[config.mk]
export PLATFORM = sky130hd
export DESIGN_NAME = rob_drain
export DESIGN_NICKNAME = d
export VERILOG_FILES = /design/src/rtl/rob_drain.sv
export SDC_FILE = /design/constraint.sdc
export NUM_CORES = 1
export LEC_CHECK = 0
export ABC_AREA = 1
export BUFFER_PORTS_ARGS = -buffer_cell sky130_fd_sc_hd__buf_2
export CAP_MARGIN = 15
export CELL_PAD_IN_SITES_DETAIL_PLACEMENT = 1
export CELL_PAD_IN_SITES_GLOBAL_PLACEMENT = 1
export CORE_ASPECT_RATIO = 0.6
export CORE_MARGIN = 1.5
export CORE_UTILIZATION = 39
export CTS_CLUSTER_DIAMETER = 50
export DETAILED_ROUTE_END_ITERATION = 10
export HOLD_SLACK_MARGIN = 0.1
export PLACE_DENSITY_LB_ADDON = 0.1
export SLEW_MARGIN = 5
export SYNTH_ARGS = -nofsm -noshare
export SYNTH_HDL_FRONTEND = slang
export SYNTH_SLANG_ARGS = --single-unit
[constraint.sdc]
create_clock -name clk_i -period 1.7 [get_ports clk_i]
set_input_delay 0.085 -clock clk_i [delete_from_list [all_inputs] [get_ports clk_i]]
set_output_delay 0.085 -clock clk_i [all_outputs]
set_load 0.02 [all_outputs]
[src/rtl/rob_drain.sv]
// rob_drain -- in-order drain of an 8-entry reorder buffer toward one channel.
//
// Tracks which ROB entries hold written data, reads them back strictly in
// head order, parks the returned data in a 2-entry output FIFO and hands the
// responses to the channel with a valid/ready handshake. A handed-over entry
// is reported as retired so the allocator can reuse it.
//
// Ports
//   clk_i          single clock, rising edge
//   rst_i          synchronous reset, active low
//   wr_en_i        an entry was written into the ROB data buffer this cycle
//   wr_ptr_i       index of that entry
//   rd_en_o        read request to the ROB data buffer
//   rd_ptr_o       index to read
//   rd_data_i      read data, one cycle after rd_en_o
//   out_valid_o    response valid toward the channel
//   out_ready_i    channel accepts the response
//   out_rob_num_o  ROB index of the presented response
//   out_data_o     response data
//   retire_o       entry handed to the channel this cycle
//   retire_ptr_o   index retired
//   err_dup_o      sticky: an already-valid entry was written again
module rob_drain #(
  parameter int DATA_W     = 128,
  parameter int CHANNEL_ID = 0
) (
  input  logic              clk_i,
  input  logic              rst_i,
  input  logic              wr_en_i,
  input  logic [2:0]        wr_ptr_i,
  output logic              rd_en_o,
  output logic [2:0]        rd_ptr_o,
  input  logic [DATA_W-1:0] rd_data_i,
  output logic              out_valid_o,
  input  logic              out_ready_i,
  output logic [2:0]        out_rob_num_o,
  output logic [DATA_W-1:0] out_data_o,
  output logic              retire_o,
  output logic [2:0]        retire_ptr_o,
  output logic              err_dup_o
);

  logic [7:0]        valid_q, valid_d;
  logic [2:0]        head_q, head_d;
  logic              inflight_q, inflight_d;
  logic [1:0]        count_q, count_d;
  logic [2:0]        rob0_q, rob0_d, rob1_q, rob1_d;
  logic [DATA_W-1:0] data0_q, data0_d, data1_q, data1_d;
  logic              err_q, err_d;

  logic              issue_s;
  logic              pop_s;
  logic [1:0]        cap_pos_s;
  logic [7:0]        clr_mask_s;
  logic [7:0]        set_mask_s;

  // Credits are taken from registered state only, so a pop frees a slot for
  // issue one cycle later and FIFO occupancy plus the in-flight read never
  // exceeds two.
  assign issue_s = valid_q[head_q] &&
                   (({1'b0, count_q} + {2'b00, inflight_q}) < 3'd2);
  assign pop_s   = (count_q != 2'd0) && out_ready_i;

  // Slot that the returning read lands in, after this cycle's pop.
  assign cap_pos_s = count_q - {1'b0, pop_s};

  // A write sets its bit after the issue clears head, so a write colliding
  // with the entry being issued leaves the bit set.
  assign clr_mask_s = issue_s ? (8'd1 << head_q) : 8'd0;
  assign set_mask_s = wr_en_i ? (8'd1 << wr_ptr_i) : 8'd0;

  // Next-state: valid bitmap, head, in-flight flag and duplicate-write error.
  always_comb begin
    valid_d    = (valid_q & ~clr_mask_s) | set_mask_s;
    head_d     = issue_s ? head_q + 3'd1 : head_q;
    inflight_d = issue_s;
    err_d      = err_q | (wr_en_i & valid_q[wr_ptr_i]);
  end

  // Next-state: 2-entry output FIFO; slot 0 is always the presented entry.
  always_comb begin
    count_d = count_q - {1'b0, pop_s} + {1'b0, inflight_q};
    rob0_d  = pop_s ? rob1_q : rob0_q;
    data0_d = pop_s ? data1_q : data0_q;
    rob1_d  = rob1_q;
    data1_d = data1_q;
    if (inflight_q) begin
      case (cap_pos_s)
        2'd0: begin
          rob0_d  = head_q - 3'd1;
          data0_d = rd_data_i;
        end
        2'd1: begin
          rob1_d  = head_q - 3'd1;
          data1_d = rd_data_i;
        end
        default: begin
          rob1_d  = rob1_q;
          data1_d = data1_q;
        end
      endcase
    end else begin
      rob1_d  = rob1_q;
      data1_d = data1_q;
    end
  end

  // State registers; reset drops in-flight reads and FIFO contents.
  always_ff @(posedge clk_i) begin
    if (!rst_i) begin
      valid_q    <= 8'd0;
      head_q     <= 3'd0;
      inflight_q <= 1'b0;
      count_q    <= 2'd0;
      rob0_q     <= 3'd0;
      rob1_q     <= 3'd0;
      data0_q    <= '0;
      data1_q    <= '0;
      err_q      <= 1'b0;
    end else begin
      valid_q    <= valid_d;
      head_q     <= head_d;
      inflight_q <= inflight_d;
      count_q    <= count_d;
      rob0_q     <= rob0_d;
      rob1_q     <= rob1_d;
      data0_q    <= data0_d;
      data1_q    <= data1_d;
      err_q      <= err_d;
    end
  end

  // The in-flight read's index is head-1: head advanced on the issue edge and
  // cannot move again while the read is outstanding... except by a second
  // issue in the same cycle, which the capture above already accounts for by
  // using the head value before this cycle's increment.
  assign rd_en_o       = issue_s;
  assign rd_ptr_o      = head_q;
  assign out_valid_o   = (count_q != 2'd0);
  assign out_rob_num_o = rob0_q;
  assign out_data_o    = data0_q;
  assign retire_o      = pop_s;
  assign retire_ptr_o  = rob0_q;
  assign err_dup_o     = err_q;

endmodule
==> results.md <==
Worst setup path:
- Data on the critical path is required at its endpoint by 1.62 ns.
- STA puts the critical path data arrival time at 1.60 ns.
- The critical path start-end classification is flop to output port.
- Along the worst path, the maximum fanout reaches 6.
- The kind of capture point of the worst setup path is an output port.
- The startpoint class of the critical path is a flop.

Synth:
- The number of synthesized flops with an enable pin is 0.
- The fraction of the yosys area taken by sequential cells is 49.9%.
- The warning count from the yosys run is 0.
- The post-synthesis cell area is 11100 sq um.
- For this run, the leading register cell type out of synthesis is sky130_fd_sc_hd__dfxtp_1.
- The synthesis-stage register bit count is 277.
- The count of unique library cells instantiated by Yosys is 22.
- The post-synthesis async set-or-reset flop share is 0%.
- The instance count of the mapped netlist is 1309.
- The average cell area after synthesis is 8.49 sq um.
- The number of nets handed over by synthesis was 1452.

Power:
- The sequential fraction of design power is 39.4%.
- The switching fraction of total power is 34.3%.
- The leakage power total is 6.56 nW.
- The design draws 20.1 mW.
- The analysis attributes to net switching a power of 6.88 mW.
- Combinational logic burns 29.8% of the power.
- Across the VDD grid, the largest voltage drop is 742 uV.
- Of the total power, the clock network draws 30.8%.
- The internal portion of the total power is 13.2 mW.
- Power spread over the standard cell area amounts to 1260 nW/um^2.

STA:
- Hold timing on the final database bottoms out at a slack of 0.312 ns.
- The fmax is 593 MHz.
- After layout, the minimum clock period comes to 1.69 ns.
- The portion of the clock cycle consumed by the worst path in the final layout is 99.1%.
- In this run the tightest slew margin relative to its limit is 66.2%.
- The setup slack after layout is 0.0145 ns.
- The number of hold violations in the final report is 0.
- The setup violation total in the final timing report is 0.
- The slew at the pin closest to its max-slew limit is 0.506 ns.
- On the final layout, the worst clock skew is 0.0137 ns.
- Setup repair after global routing could not meet its margin everywhere.
- The max-slew violation count is 0.

Placement:
- Once placement finished, the instance area stood at 13000 sq um.
- After legalization and detailed placement, the total HPWL measured 22.9 mm.
- The congestion estimate from routability-driven global placement came to 0.764.
- Port buffering added 275 buffers.
- The pre-CTS setup slack is 0.0632 ns.

Detailed routing:
- The first detailed-routing pass took 8 iterations.
- The number of DRC violations after detailed-routing iteration 0 is 624.
- The final route contains 11000 vias.
- The aggregate routed wire length is 40.0 mm.
- The number of remaining DRC errors is 16.
- The detailed-route vias per instance is 5.27.
- The antenna violation net count after detailed routing is 0.
- The average wire per cell in the routed design is 19.1 um.

Cells and area:
- The number of nets in the layout is 1851.
- The relative area change from synthesis to final layout is 43.1%.
- The final design instance area without fill is 15900 sq um.
- The top cell types in the final layout, fill and taps aside, are sky130_fd_sc_hd__dfxtp_1, sky130_fd_sc_hd__buf_2, sky130_fd_sc_hd__o21ai_0, sky130_fd_sc_hd__nor2_1, sky130_fd_sc_hd__a21oi_1.
- The share of cells above drive strength 1 is 24.8%.
- The library cell used most frequently in the layout, excluding fill and tap cells, is sky130_fd_sc_hd__dfxtp_1.

Hold path:
- The worst min-delay path class is input pin to flop.

Global route:
- Entering global routing, the biggest net connects 103 pins.
- The first global-routing pass estimated 61.3 mm of wire.
- Global routing finished with a remaining overflow of 0.
- The initial antenna violation count is 1.
- Global routing consumed, over all layers together, 25.4% of the routing resources.
- The via count of the first global-routing pass is 11300.

Clock network:
- The maximum number of buffers from clock root to sink is 3.
- The clock latency reported for the late side of the worst-skew pair is 0.56 ns.
- Counting the buffers created by CTS gives 28.
- CTS built an H-tree with a depth of 1.
- The root buffer cell is sky130_fd_sc_hd__clkbuf_16.
- The clock sink count is 277.
- The clock transition at the registers of the reported paths is 0.06 ns.
- The TritonCTS clock tree is done.

Die:
- The floorplan has 47 rows.
- The height of the die is 134 um.
- Once the floorplan was initialized, standard cells occupied 40.0% of the core.
- The number of top-level pins is 276.
- The core area is 27800 sq um.
- The die outline area is 29500 sq um.
- In this run the horizontal extent of the chip is 221 um.

Outcome:
- The run finished, with violations left.
- The final reports fail on DRC.

Run:
- The reported max-cap violation count is 0.
==> final timing paths <==
check	start	to	slack, ns	depth (start not counted)
max	rd_ptr_o[0]	rd_en_o	0.01	8
min	rd_data_i[26]	data1_q[26]	0.31	4
max reg2reg	count_q[1]	out_data_o[58]	0.03	8
min reg2reg	valid_q[6]	valid_q[6]	0.49	2
==> worst max-delay path: stages, from the launching register on <==
cell	delay, ns
sky130_fd_sc_hd__dfxtp_2	0.36
sky130_fd_sc_hd__buf_6	0.14
sky130_fd_sc_hd__nand2_2	0.05
sky130_fd_sc_hd__nand3_2	0.07
sky130_fd_sc_hd__nand3_2	0.09
sky130_fd_sc_hd__nand2_4	0.10
sky130_fd_sc_hd__nand2_4	0.06
sky130_fd_sc_hd__inv_4	0.06
sky130_fd_sc_hd__buf_6	0.11
==> final cells by class <==
cell class	instances	area [sq um]
clock buffer	44	882
tap	367	459
antenna	1	2.50
multi-input combinational	889	5060
fill	3289	11900
sequential	277	5560
inverter	24	105
timing repair buffer	488	3800
clock inverter	6	36.3
==> layer usage <==
| metal | GRT usage [%] | vias to the layer above | part of all wire (%) | wire (um) |
|---|---|---|---|---|
| li1 | - | 5359 | - | - |
| met1 | 33.8 | 5371 | 47 | 18900 |
| met2 | 42.3 | 244 | 46 | 18500 |
| met3 | 4.72 | 74 | 4.4 | 1760 |
| met4 | 7.24 | 0 | 2.3 | 928 |
| met5 | 0 | - | 0 | 0 |
==> logic make-up after synthesis <==
family | share of synthesized area (%)
compound gates | 18.6
simple gates | 13.2
flops | 49.9
buf+inv | 5.52
mux | 11.8
fa+ha+maj | 0.901
xor+xnor | 0.0788
==> registers in the layout (all words and copies together), names as in the netlist <==
register       count
data1_q          128
rob1_q             3
err_dup_o          1
out_data_o       128
count_q            2
valid_q            8
inflight_q         1
rd_ptr_o           3
out_rob_num_o      3
==> through the flow <==
step	utilization (%)	std cells	TNS, ns
after floorplan	-	1309	0
after CTS	55.7	2067	-0.199
final	57.3	2096	0
after global routing	57.3	2096	-0.671
after detailed placement	46.7	1870	0
after global placement	46.7	1870	0
==> Yosys cell counts, types with 4 or more instances <==
cell	n	area share, %
sky130_fd_sc_hd__mux2i_1	131	12
sky130_fd_sc_hd__o21ai_0	192	8.6
sky130_fd_sc_hd__nand3_1	15	0.68
sky130_fd_sc_hd__buf_1	6	0.20
sky130_fd_sc_hd__clkbuf_1	78	2.6
sky130_fd_sc_hd__o21ai_1	73	3.3
sky130_fd_sc_hd__dfxtp_1	277	50
sky130_fd_sc_hd__nor3_1	131	5.9
sky130_fd_sc_hd__ha_1	8	0.90
sky130_fd_sc_hd__inv_1	19	0.64
sky130_fd_sc_hd__buf_2	22	0.99
sky130_fd_sc_hd__a21oi_1	143	6.4
sky130_fd_sc_hd__nand2_1	43	1.5
sky130_fd_sc_hd__nor2_1	145	4.9
sky130_fd_sc_hd__a22oi_1	4	0.27
sky130_fd_sc_hd__buf_4	13	0.88
==> power by group through the flow <==
stage | sequential, mW | clock (mW) | combinational (mW)
detailed placement | 8.01 | 0 | 5.15
global placement | 7.98 | 0 | 5.06
finish | 7.91 | 6.19 | 5.98
floorplan | 8.80 | 0 | 2.34
global route | 8.00 | 6.56 | 6.44
CTS | 7.89 | 6.31 | 5.68
==> timing repair <==
item	in CTS	in global routing
hold buffers	136	0
pin swaps	7	7
gates cloned	2	9
resized for setup	24	24
setup buffers	9	19
setup endpoints to repair	2	138
endpoints found under the hold margin	267	0
No activity file was read; power rests on OpenSTA's default activity.
